[config.mk]
export PLATFORM = sky130hd
export DESIGN_NAME = slc3_input_conditioner
export DESIGN_NICKNAME = d
export VERILOG_FILES = /design/src/rtl/slc3_io_pkg.sv /design/src/rtl/btn_debounce.sv /design/src/rtl/slc3_input_conditioner.sv
export SDC_FILE = /design/constraint.sdc
export NUM_CORES = 1
export LEC_CHECK = 0
export BUFFER_PORTS_ARGS = -buffer_cell sky130_fd_sc_hd__buf_2
export CAP_MARGIN = 20
export CORE_MARGIN = 2
export CORE_UTILIZATION = 56
export CTS_CLUSTER_DIAMETER = 60
export DETAILED_ROUTE_END_ITERATION = 12
export PLACE_DENSITY = 0.91
export RECOVER_POWER = 100
export SKIP_LAST_GASP = 1
export SLEW_MARGIN = 40
export SYNTH_ARGS = -nofsm -noshare
export SYNTH_HDL_FRONTEND = slang
export SYNTH_SLANG_ARGS = --single-unit
[constraint.sdc]
create_clock -name Clk -period 3 [get_ports Clk]
set_input_delay 0.15 -clock Clk [delete_from_list [all_inputs] [get_ports Clk]]
set_output_delay 0.15 -clock Clk [all_outputs]
set_load 0.01 [all_outputs]
[src/rtl/slc3_io_pkg.sv]
// ---------------------------------------------------------------------------
// slc3_io_pkg
// Shared types and constants for the SLC-3 board-input front end.
//   btn_state_t      : per-button debounce FSM state
//   DEFAULT_DEBOUNCE : default number of stable synchronized cycles before a
//                      button level is accepted
// ---------------------------------------------------------------------------
package slc3_io_pkg;

    typedef enum logic [1:0] {
        S_LOW  = 2'd0,
        S_RISE = 2'd1,
        S_HIGH = 2'd2,
        S_FALL = 2'd3
    } btn_state_t;

    localparam int DEFAULT_DEBOUNCE = 16;

endpackage : slc3_io_pkg

[src/rtl/btn_debounce.sv]
// ---------------------------------------------------------------------------
// btn_debounce
// One pushbutton: 2-flop synchronizer, debounce FSM and stability counter.
//   Clk    : system clock
//   Reset  : asynchronous, active-high reset
//   raw    : raw button, asynchronous to Clk
//   level  : debounced button level (registered)
//   pulse  : one-cycle strobe on a debounced rising edge (registered)
// ---------------------------------------------------------------------------
module btn_debounce
    import slc3_io_pkg::*;
#(
    parameter  int DEBOUNCE_CYCLES = DEFAULT_DEBOUNCE,
    localparam int CNT_W           = $clog2(DEBOUNCE_CYCLES + 1)
) (
    input  logic Clk,
    input  logic Reset,
    input  logic raw,
    output logic level,
    output logic pulse
);

    localparam logic [CNT_W-1:0] CNT_MAX = CNT_W'(DEBOUNCE_CYCLES);
    localparam logic [CNT_W-1:0] CNT_ONE = CNT_W'(1);

    logic             q1;
    logic             q2;
    btn_state_t       state;
    logic [CNT_W-1:0] cnt;

    // Two-flop synchronizer; only q2 is ever looked at downstream.
    always_ff @(posedge Clk or posedge Reset) begin
        if (Reset) begin
            q1 <= 1'b0;
            q2 <= 1'b0;
        end else begin
            // NOTE: sequential state uses non-blocking assignments so every
            // flop samples the pre-edge value of its neighbours; with blocking
            // assignments q2 would collapse onto q1 and the synchronizer
            // would lose a stage.
            q1 <= raw;
            q2 <= q1;
        end
    end

    // The counter is cleared on every state change and only advances while
    // below CNT_MAX, so it can never wrap.
    always_ff @(posedge Clk or posedge Reset) begin
        if (Reset) begin
            state <= S_LOW;
            cnt   <= '0;
            level <= 1'b0;
            pulse <= 1'b0;
        end else begin
            pulse <= 1'b0;
            case (state)
                S_LOW: begin
                    if (q2) begin
                        state <= S_RISE;
                        cnt   <= CNT_ONE;
                    end else begin
                        cnt   <= '0;
                    end
                end
                S_RISE: begin
                    if (!q2) begin
                        state <= S_LOW;         // bounce rejected
                        cnt   <= '0;
                    end else if (cnt == CNT_MAX) begin
                        state <= S_HIGH;
                        cnt   <= '0;
                        level <= 1'b1;
                        pulse <= 1'b1;          // coincides with level rising
                    end else begin
                        cnt   <= cnt + CNT_ONE;
                    end
                end
                S_HIGH: begin
                    if (!q2) begin
                        state <= S_FALL;
                        cnt   <= CNT_ONE;
                    end
                end
                S_FALL: begin
                    if (q2) begin
                        state <= S_HIGH;        // bounce rejected
                        cnt   <= '0;
                    end else if (cnt == CNT_MAX) begin
                        state <= S_LOW;
                        cnt   <= '0;
                        level <= 1'b0;          // no strobe on release
                    end else begin
                        cnt   <= cnt + CNT_ONE;
                    end
                end
                default: begin
                    state <= S_LOW;
                    cnt   <= '0;
                end
            endcase
        end
    end

endmodule : btn_debounce

[src/rtl/slc3_input_conditioner.sv]
// ---------------------------------------------------------------------------
// slc3_input_conditioner
// Board-input front end for the SLC-3: synchronizes the slide switches and
// synchronizes + debounces the Run and Continue pushbuttons.
//   Clk            : system clock
//   Reset          : asynchronous, active-high reset
//   run_raw        : raw Run button
//   continue_raw   : raw Continue button
//   sw_raw         : raw slide switches [SW_W]
//   run_level      : debounced Run level
//   run_pulse      : one-cycle strobe on debounced Run rising edge
//   continue_level : debounced Continue level
//   continue_pulse : one-cycle strobe on debounced Continue rising edge
//   sw_sync        : switches after a 2-flop synchronizer [SW_W]
// ---------------------------------------------------------------------------
module slc3_input_conditioner
    import slc3_io_pkg::*;
#(
    parameter int DEBOUNCE_CYCLES = DEFAULT_DEBOUNCE,
    parameter int SW_W            = 16
) (
    input  logic            Clk,
    input  logic            Reset,
    input  logic            run_raw,
    input  logic            continue_raw,
    input  logic [SW_W-1:0] sw_raw,
    output logic            run_level,
    output logic            run_pulse,
    output logic            continue_level,
    output logic            continue_pulse,
    output logic [SW_W-1:0] sw_sync
);

    logic [SW_W-1:0] sw_q1;
    logic [SW_W-1:0] sw_q2;

    // Switches are level inputs read by software, so they are synchronized
    // but deliberately not debounced.
    always_ff @(posedge Clk or posedge Reset) begin
        if (Reset) begin
            sw_q1 <= '0;
            sw_q2 <= '0;
        end else begin
            sw_q1 <= sw_raw;
            sw_q2 <= sw_q1;
        end
    end

    assign sw_sync = sw_q2;

    btn_debounce #(
        .DEBOUNCE_CYCLES (DEBOUNCE_CYCLES)
    ) u_run_db (
        .Clk   (Clk),
        .Reset (Reset),
        .raw   (run_raw),
        .level (run_level),
        .pulse (run_pulse)
    );

    btn_debounce #(
        .DEBOUNCE_CYCLES (DEBOUNCE_CYCLES)
    ) u_continue_db (
        .Clk   (Clk),
        .Reset (Reset),
        .raw   (continue_raw),
        .level (continue_level),
        .pulse (continue_pulse)
    );

endmodule : slc3_input_conditioner

# After elaboration in Yosys (flattened, before gate mapping)
# Index checks and enable logic that the tools add are counted.
# W data, S select, Z words.
[word_totals]
reg_bits = 54
inputBits = 20
out_inout_bits = 20
word_cells = 90
[classes]
add_sub_neg = 2
eq_ne = 24
mux = 42
n_reduce_logical = 8
[op_table]
columns = ["op", "count"]
rows = [
  ["$mux W5", 8],
  ["$pmux W5 S4", 2],
  ["$mux W2", 12],
  ["$mux W1", 16],
  ["$ne A2 B1 Y1 const B", 8],
  ["$pmux W2 S4", 2],
  ["$add A5 B1 Y5 const B", 2],
  ["$eq A5 B5 Y1 const B", 2],
  ["$reduce_and A5 Y1", 2],
  ["$eq A2 B2 Y1 const B", 4],
  ["$ne A2 B2 Y1 const B", 4],
  ["$reduce_and A4 Y1", 2],
  ["$ne A3 B1 Y1 const B", 2],
  ["$ne A3 B3 Y1 const B", 2],
  ["$eq A2 B1 Y1 const B", 2],
  ["$logic_not A2 Y1", 2],
  ["$pmux W1 S2", 2],
  ["$reduce_bool A2 Y1", 2],
]

# Depth between registers and ports, before layout
# Gate-level depths: netlist of the first run.
[depth]
word_depth = 4
depth_mapped = 5

# Cells and area by module
# A second synthesis of the first run with hierarchy kept.
[unflattened]
cells_unflattened = 137
hier_area_um2 = 1870.5
[modules_own_cells]
columns = ["module", "instances", "cells_per_inst", "area_per_inst_um2", "seq_area_each_um2"]
rows = [
  ["btn_debounce", 2, 52, 533.0, 275.3],
  ["slc3_input_conditioner", 1, 33, 804.5, 800.8],
]

# Worst setup path before layout of the first run
# Ideal clock, no wire load.
[synth_timing]
path_type = "flip-flop to flip-flop"
start = "reg u_continue_db.cnt[0]"
end = "reg u_continue_db.level"
setup_ns = 0.132
arrival_time_ns = 1.242
required_time_ns = 2.868
path_slack_ns = 1.627
path_stages_with_launch = 6
n_path_buf = 0
cell_sequence = "dfrtp_1 inv_1 ha_1 and4bb_2 nand3_2 or3b_1"
[synth_between]
elab_chain_cells = 3
word_cells_on_any_way = 4
classes_between = "3 x eq/ne; 1 x reduce/logical"
[synth_lines]
columns = ["item", "line", "text"]
rows = [
  ["start: declaration", "btn_debounce.sv:29", "logic [CNT_W-1:0] cnt;"],
  ["start signal: assignment", "btn_debounce.sv:75", "cnt <= cnt + CNT_ONE;"],
  ["start signal: assignment", "btn_debounce.sv:93", "cnt <= cnt + CNT_ONE;"],
  ["$eq A5 B5 Y1 (*)", "btn_debounce.sv:69, btn_debounce.sv:88", ""],
  ["$ne A2 B1 Y1 (no source line)", "-", ""],
  ["$reduce_and A5 Y1 (no source line) (*)", "-", ""],
  ["end signal: assignment", "btn_debounce.sv:52", "level <= 1'b0;"],
  ["end signal: assignment", "btn_debounce.sv:72", "level <= 1'b1;"],
  ["end signal: assignment", "btn_debounce.sv:91", "level <= 1'b0;"],
  ["end: declaration", "btn_debounce.sv:19", "output logic level,"],
]
# Every way passes the cells marked *; elsewhere a longest branch is shown, timed or not.
# A chain may end at the register's enable or synchronous reset.

# Final worst setup path of the first run
# Ends and elaborated chain as after synthesis.

==> reports/qor.csv, run 1 <==
metric,value,unit
setup violators final,0,
initial antenna violation count,0,
Critical path buffers and inverters,1,
status,finished clean,
Pwr per Cell Area,540,nW/um^2
clock tree buffer depth,2,
GPL Wtd Cong,0.747,
die width,61.0,um
latest clock arrival within the worst-skew pair,0.36,ns
"CP delay by family, top",simple AND/OR/NAND/NOR gates,
"Seq/Total Area, Yosys",74.2,%
R2R depth,5,
Syn Nets,147,
post-synthesis async set-or-reset flop share,100,%
Critical Path Source Type,flip-flop,
Site Rows,20,
fill count,191,
"most common cell after layout, fill and taps aside",dfrtp_1,
Worst EP required,3.25,ns
critical path's largest stage delay,0.46,ns
final HPWL from detailed placement,2250,um
mapped cell area,1820,um^2
Final period util,51.8,%
worst-margin pin slew,0.616,ns
Hold Startpoint,u_run_db.q1$_DFF_PP0_,
routed wire length,3570,um
Hold WS,0.365,ns
core box area,3080,um^2
"Clk pin slew, worst setup/hold paths",0.13,ns
critical path class,flip-flop to flip-flop,
RSZ-0062 raised after global routing,false,
Mapped Cells,123,
Max-slew headroom,58.9,%
Die ar.,3730,um^2
"Slowest-stage cell, CP",dfrtp_1,
largest net degree at the start of global routing,55,
Comb power frac,6.4,%
number of H-tree levels,2,
Post-synth EDFFs,0,
crit-path max FO,5,
HP Class,flip-flop to flip-flop,
CTS buffer count,5,
share of cells above drive strength 1,15.0,%
Reg-to-Reg Start,u_continue_db.cnt[0]$_DFFE_PP0N_,
switch share,20.8,%
Clock power frac,31.7,%
fin crit period,1.55,ns
synthesized area per cell,14.8,um^2
# nets final,211,
fmax,644,MHz
Final Hold Viols,0,
Cell Int Power,0.989,mW
vias in the first global route,1231,
Max Slew Vio Count,0,
DRC Markers,0,
area grow syn2layout,26.9,%
synth warn,0,
Setup Skew,0.00445,ns
"Top FF cell, synth",dfrtp_1,
worst hold stages,0,
IO Count,40,
Sw Pwr,0.260,mW
CP Cell Sequence,"inv_1, ha_1, and4bb_1, a21oi_1, or3b_1",
leakage,1.08,nW
die height,61.0,um
"Endpoint, Worst Hold",u_run_db.q2$_DFF_PP0_,
global-route total usage across every layer,22.3,%
Num Clock Sinks,54,
PortBufs,39,
vias,1180,
clock root buffer,clkbuf_4,
CP endpoint kind,flip-flop,
sequential share of power,62.0,%
Worst R2R End,u_continue_db.level$_DFFE_PP0P_,
GRT Residual Overflow,0,
Synth cell types,26,
vias per cell,5.11,
Synth Register Bits,54,
Max VDD drop,0.474,mV
first-pass GRT wire length,5640,um
flop2flop setup slack,1.45,ns
"commonest cells after routing, fill and taps aside","54 x dfrtp_1, 21 x clkbuf_1, 19 x dlygate4sd3_1",
Antenna diodes,0,
max-cap violations,0,
Iter 0 DRT Violations,46,
DR pass1 iterations,4,
Critical Path AT,1.80,ns
Starting Density,59.2,%
antenna-violating nets left,0,
WL/cell,15.5,um
setup TNS,0,ns
CTS tree,done,
## layout make-up
cell class	instances	area, um^2	area share, %
multi-input cells	59	429	18.6
clock buffers	6	51.3	2.22
repair buffers	58	359	15.5
inverters	9	36.3	1.57
well taps	44	55.1	2.38
flip-flops and latches	54	1350	58.4
clock inverters	1	30.0	1.30
## how the worst max path moves through the flow
stage | cells past startpoint | to | slack [ns] | startpoint
floorplan | 1 | async pin | 1.54 | Reset
global placement | 5 | u_continue_db.level$_DFFE_PP0P_ | 1.59 | u_continue_db.cnt[0]$_DFFE_PP0N_
detailed placement | 5 | u_continue_db.level$_DFFE_PP0P_ | 1.49 | u_continue_db.cnt[0]$_DFFE_PP0N_
CTS | 5 | u_continue_db.level$_DFFE_PP0P_ | 1.47 | u_continue_db.cnt[0]$_DFFE_PP0N_
global route | 5 | u_continue_db.level$_DFFE_PP0P_ | 1.35 | u_continue_db.cnt[0]$_DFFE_PP0N_
finish | 5 | u_continue_db.level$_DFFE_PP0P_ | 1.45 | u_continue_db.cnt[0]$_DFFE_PP0N_
## metal layers
| metal | routed length (um) | global-route usage, % | part of all wire, % |
|---|---|---|---|
| met3 | 165 | 4.41 | 4.6 |
| met1 | 1330 | 25.6 | 37 |
| met2 | 1960 | 38.8 | 55 |
| met4 | 125 | 12.7 | 3.5 |
| met5 | 0 | 0 | 0 |
## kinds of logic after synthesis
logic type	count (synthesis)	share of synthesized area, %
fa+ha+maj	4	2.75
xor+xnor	8	3.85
simple gates	28	9.00
flops	54	74.2
mux	1	0.618
compound gates	18	7.35
buf+inv	10	2.27
## cells in the mapped netlist (all sizes together), types with 2 or more instances
master | count | share of area, %
nand3b | 2 | 0.82
nor2 | 7 | 1.4
o2bb2ai | 6 | 2.9
nand3 | 7 | 2.2
nand2 | 4 | 0.82
and4bb | 2 | 1.4
xnor2 | 2 | 0.96
ha | 4 | 2.7
xor2 | 6 | 2.9
o31ai | 2 | 0.82
a21oi | 4 | 1.1
inv | 9 | 1.9
nor3 | 2 | 0.55
dfrtp | 54 | 74
a32o | 2 | 1.1
## registers in the layout, indices dropped and copies added (netlist names), 5 cells and up, named ones only
register / flops
sw_q1: 16
sw_sync: 16
u_continue_db.cnt: 5
u_run_db.cnt: 5
## power by group through the flow
stage	Clock, mW	Combinational (mW)	Sequential, mW
detailed placement	0	0.0641	0.787
floorplan	0	0.0287	0.788
global placement	0	0.0597	0.784
CTS	0.402	0.0833	0.773
finish	0.396	0.0794	0.774
global route	0.435	0.0898	0.777
## through the flow
stage | power, mW | cells | area, um^2 | setup WS [ns] | utilization [%]
after floorplan | 0.817 | 123 | 1820 | 1.54 | -
after global placement | 0.843 | 205 | 2060 | 1.59 | 67.1
after detailed placement | 0.851 | 205 | 2070 | 1.49 | 67.2
after CTS | 1.26 | 231 | 2340 | 1.47 | 76.0
after global routing | 1.30 | 231 | 2310 | 1.35 | 75.1
final | 1.25 | 231 | 2310 | 1.45 | 75.1
## what timing repair did
action / 4_1_cts / 5_1_grt
resized for setup: 0 / 0
hold buffers: 19 / 0
hold endpoints to repair: 72 / 0
buffers inserted: 0 / 0
Power figures use the tool's default switching activity.
==> run 2: changes to the inputs <==
--- a/config.mk
+++ b/config.mk
@@ -8,10 +8,10 @@
 export BUFFER_PORTS_ARGS = -buffer_cell sky130_fd_sc_hd__buf_2
 export CAP_MARGIN = 20
 export CORE_MARGIN = 2
-export CORE_UTILIZATION = 56
+export CORE_UTILIZATION = 52
 export CTS_CLUSTER_DIAMETER = 60
 export DETAILED_ROUTE_END_ITERATION = 12
-export PLACE_DENSITY = 0.91
+export PLACE_DENSITY = 0.86
 export RECOVER_POWER = 100
 export SKIP_LAST_GASP = 1
 export SLEW_MARGIN = 40
==> constraint.sdc (replaced) <==
create_clock -name Clk -period 1.5 [get_ports Clk]
set_input_delay 0.075 -clock Clk [delete_from_list [all_inputs] [get_ports Clk]]
set_output_delay 0.075 -clock Clk [all_outputs]
set_load 0.01 [all_outputs]
==> reports/qor.csv, run 2 (synthesis gave the netlist of run 1 again) <==
metric,value,unit,change
routed wire length,3780,um,was 3570 um
max-cap violations,0,,unchanged
die width,63.2,um,was 61.0 um
status,finished clean,,unchanged
Max-slew headroom,40.1,%,was 58.9%
RSZ-0062 raised after global routing,true,,was false
"most common cell after layout, fill and taps aside",dfrtp_1,,unchanged
PortBufs,39,,unchanged
DRC Markers,0,,unchanged
WL/cell,15.9,um,was 15.5 um
initial antenna violation count,0,,unchanged
CTS buffer count,5,,unchanged
Pwr per Cell Area,1080,nW/um^2,was 540 nW/um^2
final HPWL from detailed placement,2130,um,was 2250 um
Critical Path AT,1.73,ns,was 1.80 ns
worst-margin pin slew,0.897,ns,was 0.616 ns
Antenna diodes,0,,unchanged
share of cells above drive strength 1,17.3,%,was 15.0%
HP Class,primary input to flip-flop,,was flip-flop to flip-flop
first-pass GRT wire length,6210,um,was 5640 um
setup TNS,0,ns,unchanged
Max VDD drop,0.729,mV,was 0.474 mV
Starting Density,54.2,%,was 59.2%
Worst EP required,1.77,ns,was 3.25 ns
Iter 0 DRT Violations,36,,was 46
GPL Wtd Cong,0.831,,was 0.747
fmax,683,MHz,was 644 MHz
leakage,1.07,nW,was 1.08 nW
# nets final,214,,was 211
clock root buffer,clkbuf_4,,unchanged
crit-path max FO,5,,unchanged
clock tree buffer depth,2,,unchanged
IO Count,40,,unchanged
Num Clock Sinks,54,,unchanged
latest clock arrival within the worst-skew pair,0.36,ns,about the same
Hold WS,0.337,ns,was 0.365 ns
Final period util,97.6,%,was 51.8%
core box area,3360,um^2,was 3080 um^2
CTS tree,done,,unchanged
Max Slew Vio Count,0,,unchanged
PnR worst setup slack,0.0353,ns,was 1.45 ns
placed cell count,209,,was 205
"Clk pin slew, worst setup/hold paths",0.15,ns,was 0.13 ns
largest net degree at the start of global routing,31,,was 55
"commonest cells after routing, fill and taps aside","54 x dfrtp_1, 25 x clkbuf_1, 19 x dlygate4sd3_1",,"was 54 x dfrtp_1, 21 x clkbuf_1, 19 x dlygate4sd3_1"
global-route total usage across every layer,20.8,%,was 22.3%
final std cells w/o fill,237,,was 231
vias in the first global route,1309,,"was 1,231"
area grow syn2layout,28.9,%,was 26.9%
vias,1236,,"was 1,180"
Final Hold Viols,0,,unchanged
die height,63.2,um,was 61.0 um
CP endpoint kind,flip-flop,,unchanged
Setup Skew,0.00854,ns,was 0.00445 ns
setup violators final,0,,unchanged
Critical Path Source Type,flip-flop,,unchanged
vias per cell,5.22,,was 5.11
dpl ws,0.0585,ns,was 1.49 ns
Die ar.,3990,um^2,was 3730 um^2
Final Util,69.8,%,was 75.1%
antenna-violating nets left,0,,unchanged
number of H-tree levels,2,,unchanged
fin crit period,1.46,ns,was 1.55 ns
GRT Residual Overflow,0,,unchanged
critical path class,flip-flop to flip-flop,,unchanged
DR pass1 iterations,4,,unchanged
Site Rows,21,,was 20
==> run 2: cell types whose count changed in the layout (fill, tap and decap cells not counted), moves of 2 or more <==
| cell | delta |
|---|---|
| inv_2 | +2 |
| buf_2 | -3 |
| clkbuf_1 | +4 |
| buf_4 | +2 |
| and4bb_2 | +2 |
| and4bb_1 | -2 |
==> run 2: metrics by stage <==
| step | power (mW) | instance area, um^2 |
|---|---|---|
| after floorplan | 1.63 | 1820 |
| after global placement | 1.70 | 2090 |
| after detailed placement | 1.71 | 2090 |
| after CTS | 2.53 | 2360 |
| after global routing | 2.61 | 2350 |
| final | 2.53 | 2350 |
==> run 2: path summary, 6_finish.rpt <==
kind	from	to	slack, ns	cells past startpoint
hold / removal	sw_raw[4]	sw_q1[4]$_DFF_PP0_	0.34	2
setup / recovery	u_continue_db.cnt[1]$_DFFE_PP0N_	u_continue_db.level$_DFFE_PP0P_	0.04	5
min in group asynchronous	Reset	sw_q1[11]$_DFF_PP0_	0.45	3
hold reg to reg	sw_q1[0]$_DFF_PP0_	sw_sync[0]$_DFF_PP0_	0.37	0
max in group asynchronous	Reset	sw_sync[13]$_DFF_PP0_	0.28	4
setup reg to reg	u_continue_db.cnt[1]$_DFFE_PP0N_	u_continue_db.level$_DFFE_PP0P_	0.04	5
==> run 2: final cells by class <==
cell class                      count  area (um^2)
Sequential cell                    54         1350
Fill cell                         248         1010
Clock buffer                        6         41.3
Inverter                            9         33.8
Multi-Input combinational cell     59          445
Tap cell                           46         57.6
Timing Repair Buffer               61          382
Clock inverter                      2         37.5
==> run 2: power by group <==
part	internal (mW)	switching (mW)
clock network	0.352	0.451
registers	1.51	0.0344
logic	0.0850	0.0922
==> run 2: what timing repair did <==
action,4_1_cts,5_1_grt
endpoints found under the hold margin,42,0
setup endpoints to repair,0,2
hold buffers,19,0
setup buffers,0,1
resized for setup,0,5
==> run 2: metal layers <==
metal,part of all wire (%),GRT usage [%]
met1,43,26.6
met2,50,34.0
met3,5.3,5.36
met4,1.7,8.97
met5,0,0
==> run 2: critical path, cell delays in order, from the launching register on <==
cell and delay (ns):
dfrtp_1 0.43, inv_2 0.09, ha_4 0.11, and4bb_2 0.30, a21oi_2 0.07, or3b_1 0.37
